==> src/rtl/rgb332_tmds_encoder.sv <==
// RGB332 to DVI/HDMI TMDS encoder.
// Expands each colour by bit replication and encodes it into a 10-bit DC-balanced
// symbol over two pipeline stages. During blanking it sends control tokens, with
// {vs,hs} on the blue channel.
module rgb332_tmds_encoder #(
  parameter logic INVERT_SYNC = 1'b0
) (
  input  logic       clk,
  input  logic       reset,
  input  logic [2:0] r,
  input  logic [2:0] g,
  input  logic [1:0] b,
  input  logic       hs,
  input  logic       vs,
  input  logic       blank,
  output logic [9:0] tmds_ch0,
  output logic [9:0] tmds_ch1,
  output logic [9:0] tmds_ch2
);

  localparam logic [9:0] CTRL_00 = 10'b1101010100;
  localparam logic [9:0] CTRL_01 = 10'b0010101011;
  localparam logic [9:0] CTRL_10 = 10'b0101010100;
  localparam logic [9:0] CTRL_11 = 10'b1010101011;

  function automatic logic [3:0] popcount8(input logic [7:0] v);
    logic [3:0] n;
    n = 4'd0;
    for (int i = 0; i < 8; i++) n = n + {3'b000, v[i]};
    return n;
  endfunction

  // Transition-minimised 9-bit word; bit 8 = 1 marks the XOR chain.
  function automatic logic [8:0] tm_encode(input logic [7:0] d);
    logic [3:0] n1;
    logic       use_xnor;
    logic [8:0] q;
    n1       = popcount8(d);
    use_xnor = (n1 > 4'd4) || ((n1 == 4'd4) && !d[0]);
    q        = 9'd0;
    q[0]     = d[0];
    for (int i = 1; i < 8; i++) q[i] = use_xnor ? ~(q[i-1] ^ d[i]) : (q[i-1] ^ d[i]);
    q[8]     = ~use_xnor;
    return q;
  endfunction

  function automatic logic [9:0] ctrl_token(input logic [1:0] c);
    logic [9:0] t;
    case (c)
      2'b00:   t = CTRL_00;
      2'b01:   t = CTRL_01;
      2'b10:   t = CTRL_10;
      default: t = CTRL_11;
    endcase
    return t;
  endfunction

  logic [7:0]        d_p0      [3];
  logic [8:0]        qm_p1_d   [3];
  logic [8:0]        qm_p1_q   [3];
  logic [3:0]        n1_p1_d   [3];
  logic [3:0]        n1_p1_q   [3];
  logic              blank_p1_d, blank_p1_q;
  logic [1:0]        ctrl0_p1_d, ctrl0_p1_q;
  logic signed [4:0] cnt_d     [3];
  logic signed [4:0] cnt_q     [3];
  logic [9:0]        sym_p2_d  [3];
  logic [9:0]        sym_p2_q  [3];

  // Stage 1: expand RGB332 to 8 bits per channel and minimise transitions.
  always_comb begin
    d_p0[0] = {b, b, b, b};
    d_p0[1] = {g, g, g[2:1]};
    d_p0[2] = {r, r, r[2:1]};
    for (int ch = 0; ch < 3; ch++) begin
      qm_p1_d[ch] = tm_encode(d_p0[ch]);
      n1_p1_d[ch] = popcount8(qm_p1_d[ch][7:0]);
    end
    blank_p1_d = blank;
    ctrl0_p1_d = {vs, hs} ^ {2{INVERT_SYNC}};
  end

  // Stage 2: DC balance against the running disparity, or emit a control token.
  always_comb begin
    logic [8:0]        qm;
    logic [3:0]        n1;
    logic signed [4:0] diff;
    logic signed [4:0] delta;
    qm    = 9'd0;
    n1    = 4'd0;
    diff  = 5'sd0;
    delta = 5'sd0;
    for (int ch = 0; ch < 3; ch++) begin
      qm           = qm_p1_q[ch];
      n1           = n1_p1_q[ch];
      diff         = $signed({n1, 1'b0} - 5'd8);   // N1 - N0
      sym_p2_d[ch] = CTRL_00;
      cnt_d[ch]    = cnt_q[ch];
      if (blank_p1_q) begin
        sym_p2_d[ch] = ctrl_token((ch == 0) ? ctrl0_p1_q : 2'b00);
        cnt_d[ch]    = 5'sd0;
      end else begin
        if ((cnt_q[ch] == 5'sd0) || (n1 == 4'd4)) begin
          sym_p2_d[ch] = {~qm[8], qm[8], (qm[8] ? qm[7:0] : ~qm[7:0])};
          delta        = qm[8] ? diff : -diff;
        end else if (((cnt_q[ch] > 5'sd0) && (n1 > 4'd4)) ||
                     ((cnt_q[ch] < 5'sd0) && (n1 < 4'd4))) begin
          sym_p2_d[ch] = {1'b1, qm[8], ~qm[7:0]};
          delta        = (qm[8] ? 5'sd2 : 5'sd0) - diff;
        end else begin
          sym_p2_d[ch] = {1'b0, qm[8], qm[7:0]};
          delta        = diff - (qm[8] ? 5'sd0 : 5'sd2);
        end
        // Disparity stays within [-10,+10], so 5-bit signed never wraps.
        cnt_d[ch] = cnt_q[ch] + delta;
      end
    end
  end

  // Pipeline registers; reset leaves stage 1 looking like blanking so the
  // outputs keep sending control token 00 until real data arrives.
  always_ff @(posedge clk) begin
    if (reset) begin
      for (int ch = 0; ch < 3; ch++) begin
        qm_p1_q[ch]  <= 9'd0;
        n1_p1_q[ch]  <= 4'd0;
        cnt_q[ch]    <= 5'sd0;
        sym_p2_q[ch] <= CTRL_00;
      end
      blank_p1_q <= 1'b1;
      ctrl0_p1_q <= 2'b00;
    end else begin
      for (int ch = 0; ch < 3; ch++) begin
        qm_p1_q[ch]  <= qm_p1_d[ch];
        n1_p1_q[ch]  <= n1_p1_d[ch];
        cnt_q[ch]    <= cnt_d[ch];
        sym_p2_q[ch] <= sym_p2_d[ch];
      end
      blank_p1_q <= blank_p1_d;
      ctrl0_p1_q <= ctrl0_p1_d;
    end
  end

  assign tmds_ch0 = sym_p2_q[0];
  assign tmds_ch1 = sym_p2_q[1];
  assign tmds_ch2 = sym_p2_q[2];

endmodule
==> config.mk <==
export PLATFORM = sky130hd
export DESIGN_NAME = rgb332_tmds_encoder
export DESIGN_NICKNAME = d
export VERILOG_FILES = /design/src/rtl/rgb332_tmds_encoder.sv
export SDC_FILE = /design/constraint.sdc
export NUM_CORES = 1
export LEC_CHECK = 0
export CAP_MARGIN = 20
export CORE_MARGIN = 3
export CORE_UTILIZATION = 61
export CTS_CLUSTER_DIAMETER = 30
export CTS_CLUSTER_SIZE = 30
export DETAILED_ROUTE_END_ITERATION = 10
export GPL_ROUTABILITY_DRIVEN = 0
export PLACE_DENSITY = 0.86
export SYNTH_ARGS = -nofsm -noshare
export SYNTH_HDL_FRONTEND = slang
export SYNTH_SLANG_ARGS = --single-unit
==> constraint.sdc <==
create_clock -name clk -period 5.35 [get_ports clk]
set_clock_uncertainty 0.15 [all_clocks]
set_input_delay 1.3375 -clock clk [delete_from_list [all_inputs] [get_ports clk]]
set_output_delay 1.3375 -clock clk [all_outputs]
set_load 0.005 [all_outputs]
==> flow_summary_export.csv, run 1 <==
group,metric,value,unit
drt,vias,2915,
worst_setup_path,crit_path_cell_trace,"clkdlybuf4s50_1 -> inv_1 -> fa_1 -> xnor2_1 -> xnor2_1 -> fa_1 -> inv_1 -> fa_1 -> inv_1 -> ha_1 -> nand2_1 -> nor2_1 -> o211a_1",
clocking,clock_sinks,81,
worst_setup_path,critPathLaunchType,"input pin",
finish,antenna_cells,0,
clocking,cts-hold-fix-buffers,0,
finish,final_cell_mix,"81 x dfxtp_1, 45 x nor2_1, 45 x ha_1, 42 x clkdlybuf4s50_1, 41 x xnor2_1",
finish,layout.nets,545,
floorplanning,dieWidth,90.1,µm
floorplanning,die_y,90.1,µm
clocking,htree_levels,3,
drt,postRouteAntennaNets,0,
clocking,cts_resized,0,
yosys,synth_warnings,0,
global_route,busiest_layer,"met2",
global_route,grt_overflow,0,
worst_setup_path,critPathKind,"input pin to register",
yosys,syn-cell-area,4310,µm²
global_route,use_met3,5.10,%
clocking,clk_path_buf_depth,2,
finish,layout_commonest_cell,"dfxtp_1",
worst_setup_path,critPathTopFamily,"adder cells",
drt,drt_first_pass_iters,4,
run_status,status,"finished clean",
yosys,synth-xor-area-share,10.8,%
global_route,grt_pass1_vias,3031,
clocking,path_clk_slew,0.08,ns
sta,tightestPinTransition,0.664,ns
floorplanning,core,6830,µm²
placed_design,dp_hpwl,5.73,mm
sta,fmaxAchievable,0.219,GHz
clocking,cts_root_buf,"clkbuf_8",
yosys,synthTopCellsByArea,"dfxtp_1 38%, ha_1 13%, xnor2_1 8.3%",
worst_setup_path,arrival,4.67,ns
sta,rsz0062_at_grt,"false",
global_route,grtUsageMet2,35.1,%
yosys,synth_top_family_by_area,"adder cells",
yosys,synth_compound_area_share,8.38,%
placed_design,pre_cts_slack,0.380,ns
sta,slew_headroom,55.6,%
worst_setup_path,cp_slowest_stage_delay,0.68,ns
drt,routedWlPerCell,13.3,µm
drt,drt-initial-drc-count,63,
hold_path,hold_class,"register to register",
floorplanning,ios,43,
global_route,antenna_found_initial,0,
clocking,cts_buffers,9,
worst_setup_path,critPathBufInv,4,
sta,setup_slack,0.781,ns
yosys,syn_avg_cell_area,10.0,µm²
yosys,synthAdderAreaFrac,20.9,%
finish,layout-drive-gt1-share,5.89,%
floorplanning,initial_core_util,63.2,%
yosys,ys_ff_latch,81,
yosys,yosys_most_used_dff,"dfxtp_1",
clocking,post_cts_buffers,0,
power_and_ir_drop,power_density,319,nW/µm²
placed_design,io_buffers,42,
sta,whs,0.318,ns
yosys,yosys.area.top_type,"dfxtp_1",
power_and_ir_drop,p_leak,2.16,nW
floorplanning,die_area,8120,µm²
yosys,ys_types,45,
global_route,grt_pass1_wl,13.5,mm
global_route,grt_max_degree,24,
worst_setup_path,slowest_stage,"clkdlybuf4s50_1",
yosys,postSynthNetCount,505,
yosys,synth_top_area_share,37.6,%
clocking,cts_tree,"done",
global_route,grt.total_usage,20.2,%
sta,period_share,85.4,%
floorplanning,rows,30,
drt,wirelength,7.62,mm
sta,tns,0,ns
sta,final_hold_viol_count,0,
drt,via_per_inst,5.11,
worst_setup_path,crit_path_max_fanout,6,
yosys,synth_edf_count,0,
yosys,synth_mux_area_share,2.90,%
finish,area_delta_synth_final,15.9,%
worst_setup_path,critPathCaptureType,"register",
global_route,grtUsageMet1,24.0,%
drt,drc,0,
sta,fin_crit,4.57,ns
worst_setup_path,cp.required,5.45,ns
clocking,worstSkewPairLatency,0.35,ns
sta,drv_slew,0,
job,cap_violations,0,
yosys,ys_seq_area_share,37.6,%
yosys,synthCells,430,
power_and_ir_drop,ir_drop,0.000244,V
sta,setup_viol,0,
yosys,async_flop_share,0,%
yosys,yosys.area_share.simple,14.4,%
-- worst min-delay path: stages (launching register included) --
cell and delay (ns):
dfxtp_1 0.33, xnor2_1 0.06, nand2_1 0.05
-- layout make-up --
type / instances / area [µm²]
tap: 96 / 120
timing repair buffer: 44 / 435
multi-input combinational: 296 / 2480
clock buffer: 9 / 124
inverter: 38 / 143
clock inverter: 7 / 78.8
sequential: 81 / 1620
fill: 498 / 1830
-- cells in the mapped netlist, types with 3 or more instances --
| library cell | number |
|---|---|
| nand2b_1 | 4 |
| xnor2_1 | 41 |
| nor3_1 | 8 |
| nand2_1 | 19 |
| clkbuf_1 | 9 |
| o21ai_0 | 9 |
| nor2_1 | 45 |
| mux2i_1 | 8 |
| nor3b_1 | 3 |
| a21oi_1 | 9 |
| and2_1 | 11 |
| a21o_1 | 5 |
| a211oi_1 | 7 |
| xor2_1 | 12 |
| dfxtp_1 | 81 |
| fa_1 | 17 |
| nor4_1 | 5 |
| o21a_1 | 5 |
| and3b_1 | 3 |
| nor2b_1 | 12 |
| ha_1 | 45 |
| and4b_1 | 3 |
| inv_1 | 38 |
| or3_1 | 3 |
-- where the power goes --
group / switching, mW / leakage, nW / internal [mW]
logic: 0.235 / 1.39 / 0.227
clock network: 0.231 / 0.0977 / 0.220
registers: 0.0312 / 0.668 / 0.651
-- flip-flops by register name, summed over array words and instances (netlist names) --
name,flops
sym_p2_q,29
qm_p1_q,25
cnt_q,12
n1_p1_q,12
ctrl0_p1_q,2
blank_p1_q,1
-- per-stage QoR --
step           area, µm²  instances  utilization [%]  total power, mW
2_1_floorplan       4310        430                -             1.04
3_3_place_gp        4790        554             70.1             1.13
3_5_place_dp        4790        554             70.1             1.16
4_1_cts             4990        570             73.1             1.61
5_1_grt             5000        571             73.2             1.70
6_report            5000        571             73.2             1.60
-- routing by layer --
layer / vias up / routed length [µm]
met3: 15 / 289
met4: 0 / 154
li1: 1481 / -
met5: - / 0
met2: 49 / 3800
met1: 1370 / 3370
-- final timing paths --
check | end | start | slack, ns | depth (start not counted)
worst max-delay path | n1_p1_q[0][7] | g[0] | 0.78 | 13
worst min register to register | sym_p2_q[0][12] | qm_p1_q[0][11] | 0.32 | 2
worst max register to register | cnt_q[0][14] | n1_p1_q[0][8] | 2.21 | 13
worst min-delay path | sym_p2_q[0][12] | qm_p1_q[0][11] | 0.32 | 2
-- cells by family after synthesis --
kind of cell    Yosys count
compound gates           48
xor+xnor                 53
fa+ha+maj                62
buf+inv                  53
flops                    81
mux                      11
simple gates            122
(Power assumes the default switching activity.)
==> run 2, diff against run 1 <==
SLEW_MARGIN = 0   (was default)
==> results of run 2 <==
Final layout, timing and power as in run 1 (identical DEF).
